### config.mk
export PLATFORM = sky130hd
export DESIGN_NAME = regfile_wb_arbiter
export DESIGN_NICKNAME = d
export VERILOG_FILES = /design/src/rtl/regfile_wb_arbiter.sv
export SDC_FILE = /design/constraint.sdc
export NUM_CORES = 1
export LEC_CHECK = 0
export CAP_MARGIN = 10
export CORE_AREA = 10 10 57 59
export CTS_CLUSTER_SIZE = 30
export DETAILED_ROUTE_END_ITERATION = 8
export DIE_AREA = 0 0 67 69
export MAX_ROUTING_LAYER = met4
export PLACE_DENSITY_LB_ADDON = 0.25
export SYNTH_ARGS = -nofsm -noshare
export SYNTH_HDL_FRONTEND = slang
export SYNTH_SLANG_ARGS = --single-unit
### constraint.sdc
create_clock -name clk -period 2.75 [get_ports clk]
set_clock_uncertainty 0.15 [all_clocks]
set_input_delay 0.825 -clock clk [delete_from_list [all_inputs] [get_ports clk]]
set_output_delay 0.825 -clock clk [all_outputs]
set_load 0.01 [all_outputs]
### src/rtl/regfile_wb_arbiter.sv
// Round-robin writeback arbiter that owns the register file write port and tracks pending writes.
// Optional: define WB_CONFLICT_CNT_EN to add a saturating conflict_cnt output.
module regfile_wb_arbiter #(
   parameter int unsigned DATA_W   = 8,
   parameter int unsigned ADDR_W   = 2,
   parameter int unsigned NUM_REGS = 4
) (
   input  logic                clk,
   input  logic                reset_n,
   input  logic                alu_req,
   input  logic [ADDR_W-1:0]   alu_addr,
   input  logic [DATA_W-1:0]   alu_data,
   output logic                alu_gnt,
   input  logic                mem_req,
   input  logic [ADDR_W-1:0]   mem_addr,
   input  logic [DATA_W-1:0]   mem_data,
   output logic                mem_gnt,
   input  logic                rsv_en,
   input  logic [ADDR_W-1:0]   rsv_addr,
   output logic                reg_wr_en,
   output logic [ADDR_W-1:0]   wr_addr,
   output logic [DATA_W-1:0]   wr_data,
   output logic [NUM_REGS-1:0] busy
`ifdef WB_CONFLICT_CNT_EN
   ,
   output logic [7:0]          conflict_cnt
`endif
);

   typedef enum logic {LastAlu, LastMem} last_e;

   last_e               last_q;
   logic                reg_wr_en_q;
   logic [ADDR_W-1:0]   wr_addr_q;
   logic [DATA_W-1:0]   wr_data_q;
   logic [NUM_REGS-1:0] busy_q;
   logic [NUM_REGS-1:0] busy_d;
   logic                any_gnt;
   logic [ADDR_W-1:0]   gnt_addr;
   logic [DATA_W-1:0]   gnt_data;

   // Grants are gated by reset so nothing is accepted while the block is held in reset.
   always_comb begin
      alu_gnt  = reset_n & alu_req & (~mem_req | (last_q == LastMem));
      mem_gnt  = reset_n & mem_req & (~alu_req | (last_q == LastAlu));
      any_gnt  = alu_gnt | mem_gnt;
      gnt_addr = alu_gnt ? alu_addr : mem_addr;
      gnt_data = alu_gnt ? alu_data : mem_data;
      busy_d   = busy_q;
      if (any_gnt) busy_d[gnt_addr] = 1'b0;
      // A reservation at the same edge as the clearing write is newer, so it wins.
      if (rsv_en)  busy_d[rsv_addr] = 1'b1;
   end

   always_ff @(posedge clk or negedge reset_n) begin
      if (!reset_n) begin
         last_q      <= LastMem;
         reg_wr_en_q <= 1'b0;
         wr_addr_q   <= '0;
         wr_data_q   <= '0;
         busy_q      <= '0;
      end else begin
         reg_wr_en_q <= any_gnt;
         busy_q      <= busy_d;
         if (any_gnt) begin
            wr_addr_q <= gnt_addr;
            wr_data_q <= gnt_data;
            last_q    <= alu_gnt ? LastAlu : LastMem;
         end
      end
   end

   assign reg_wr_en = reg_wr_en_q;
   assign wr_addr   = wr_addr_q;
   assign wr_data   = wr_data_q;
   assign busy      = busy_q;

`ifdef WB_CONFLICT_CNT_EN
   logic [7:0] conflict_cnt_q;

   always_ff @(posedge clk or negedge reset_n) begin
      if (!reset_n) begin
         conflict_cnt_q <= '0;
      end else if (alu_req && mem_req && (conflict_cnt_q != 8'hFF)) begin
         conflict_cnt_q <= conflict_cnt_q + 8'd1;
      end
   end

   assign conflict_cnt = conflict_cnt_q;
`endif

endmodule

==> results.json, run 1 <==
{
  "worst_pin_slew_ns": 0.269,
  "crit_start": "alu_req",
  "overflow": 0,
  "dp_hpwl_mm": 2.02,
  "synth_top_family_by_area": "compound AO/OA/AOI/OAI gates",
  "worst-endpoint-required_ns": 1.78,
  "cts.reportedPaths.clkPinSlew_ns": 0.09,
  "multi_input_area_sq_um": 384,
  "core_sq_mm": 0.00215,
  "finalNonFillerCells": 156,
  "gp_congestion": 0.727,
  "die_w_um": 67,
  "design_area_sq_mm": 0.00135,
  "syn-num-nets": 105,
  "min_period_ns": 2.60,
  "final_util": 0.627,
  "hp-class": "register to register",
  "arrival_ns": 1.62,
  "power.total_mw": 0.686,
  "setup.worst_path.class": "input pin to output port",
  "die_h_um": 69,
  "port_buffers": 43,
  "rr_startpoint": "last_q",
  "slew_violations": 0,
  "p_sw_frac": 0.279,
  "vias_per_cell": 4.84,
  "synthMuxAreaShare": 0.141,
  "rows": 17,
  "synth_compound_area_frac": 0.180,
  "rsz0062_at_grt": "no",
  "clock-sinks": 16,
  "synthSimpleGateAreaFrac": 0.139,
  "crit_path_end_kind": "output port",
  "cellPowerDensity_mw_per_mm2": 509,
  "yosys_warnings": 0,
  "drt_wl_total_mm": 2.39,
  "drive_above_1_share": 0.156,
  "cts_buffers": 3,
  "grt_max_degree": 21,
  "layout_commonest_cell": "clkdlybuf4s50_1",
  "fin_ws_ns": 0.155,
  "power_leakage_nw": 0.570,
  "htree_num_levels": 1,
  "dieArea_sq_mm": 0.00462,
  "internal_power_mw": 0.494,
  "num_io_pins": 44,
  "cts_root_buffer": "clkbuf_4",
  "crit_path_max_fanout": 3,
  "synth.distinct_cells": 23,
  "hold_viol": 0,
  "slew_headroom": 0.821,
  "nNetsFinal": 156,
  "power.switching_mw": 0.191,
  "seqPwrFrac": 0.430,
  "fin_hold_ws_ns": 0.340,
  "synth_fa_ha_area_frac": 0,
  "ant_nets": 0,
  "synth.avg_cell_area_sq_um": 10.7,
  "synth_xor_xnor_area_share": 0,
  "grtUsageTotal": 0.108,
  "seq_area_frac_synth": 0.481,
  "grt_pass1_vias": 812,
  "fin_crit_sh": 0.944,
  "r2r_slack_ns": 0.92,
  "cts_tree": "done",
  "worstHoldStart": "wr_data[5]",
  "setup_violations": 0,
  "synth_cells": 78,
  "fillers": 199,
  "status": "complete, no violations",
  "setup_tns_ns": 0,
  "drt_first_iter_violations": 28,
  "clockBufferDepth": 2,
  "post_drt_wl_per_cell_um": 15.3,
  "ys_ff_latch": 16,
  "startpoint_type": "input pin",
  "antenna_cells": 0,
  "dp_cells": 152,
  "dr.pass1.iters": 3,
  "start_util": 0.389,
  "drc": 0,
  "grt_antenna_before_repair": 0,
  "cts_hold_repair.buffers": 0,
  "route.vias.total": 755,
  "pre_cts_slack_ns": -0.373,
  "maxCapViolCount": 0,
  "fmax_mhz": 385,
  "syn_area_sq_um": 836,
  "clock_latency_ns": 0.28,
  "ir_drop_v": 0.000345,
  "area_delta_synth_final_pct": 61.2,
  "comb_power_share": 0.346,
  "pwr-share-clk": 0.225,
  "grt_pass1_wl_mm": 3.85,
  "placed_cell_area_sq_mm": 0.00132,
  "final_cell_mix": "38 x clkdlybuf4s50_1, 15 x dfrtp_1, 13 x nand2_1",
  "seq_area_sq_um": 402
}
## path summary, 6_finish.rpt
kind,end,cells past startpoint
worst max-delay path,mem_gnt,4
worst min-delay path,wr_data[5],2
worst max register to register,busy[2],5
worst min register to register,wr_data[5],2
max in group asynchronous,busy[1],2
min in group asynchronous,busy[2],2
## final cells by class
cell class | count | area share
repair buffers | 50 | 0.356
flip-flops and latches | 16 | 0.298
multi-input cells | 55 | 0.285
clock buffers | 4 | 0.0269
well taps | 28 | 0.0260
inverters | 3 | 0.00836
## cells by family after synthesis
| kind of cell | count (synthesis) |
|---|---|
| muxes | 10 |
| and+or+nand+nor | 24 |
| buffers and inverters | 7 |
| DFF | 16 |
| AOI/OAI and AO/OA | 21 |
## worst max-delay path: stages
cell	delay (ns)
dlygate4sd2_1	0.25
nand2_1	0.09
and3_1	0.18
dlygate4sd2_1	0.28
## synth_stat cells
library cell,count,area (sq um)
and3_4,1,11.3
a31oi_1,5,31.3
nand2b_2,1,8.76
nor2_1,1,3.75
o21ai_1,3,15.0
nand3_1,5,25.0
and3_1,2,12.5
mux2i_4,1,22.5
inv_1,3,11.3
buf_6,1,11.3
buf_12,1,20.0
clkbuf_1,2,7.51
o22ai_1,1,6.26
a22o_1,1,8.76
nor2b_1,1,6.26
a21oi_1,1,5.00
mux2i_1,8,80.1
o21ai_0,7,35.0
a41oi_2,3,48.8
nand2_1,13,48.8
mux2_4,1,15.0
dfrtp_1,15,375
dfstp_2,1,26.3
## flip-flops by register name (all words and copies together) (netlist names)
register,cells
wr_data,8
busy,4
wr_addr,2
last_q,1
reg_wr_en,1
## power by group through the flow
stage	registers (mW)	clock network (mW)	logic, mW
after floorplan	0.315	0	0.0830
after global placement	0.298	0	0.238
after detailed placement	0.300	0	0.243
after CTS	0.296	0.160	0.241
after global routing	0.301	0.172	0.256
final	0.295	0.154	0.237
## layer usage
layer	share of wire	up-vias	global-route usage
li1	-	380	-
met5	0	-	-
met4	0.018	0	0.0317
met1	0.36	351	0.111
met2	0.57	20	0.189
met3	0.053	4	0.0322
## repair_timing
action | CTS | global route
setup endpoints to repair | 2 | 0
setup buffers | 0 | 0
resized for setup | 7 | 0
No activity file was read; power rests on OpenSTA's default activity.
==> run 2, diff against run 1 <==
Settings changed: CTS_CLUSTER_SIZE 30 to unset.
==> results of run 2 <==
Same layout as run 1: the final DEF is identical, and so are final timing and power.
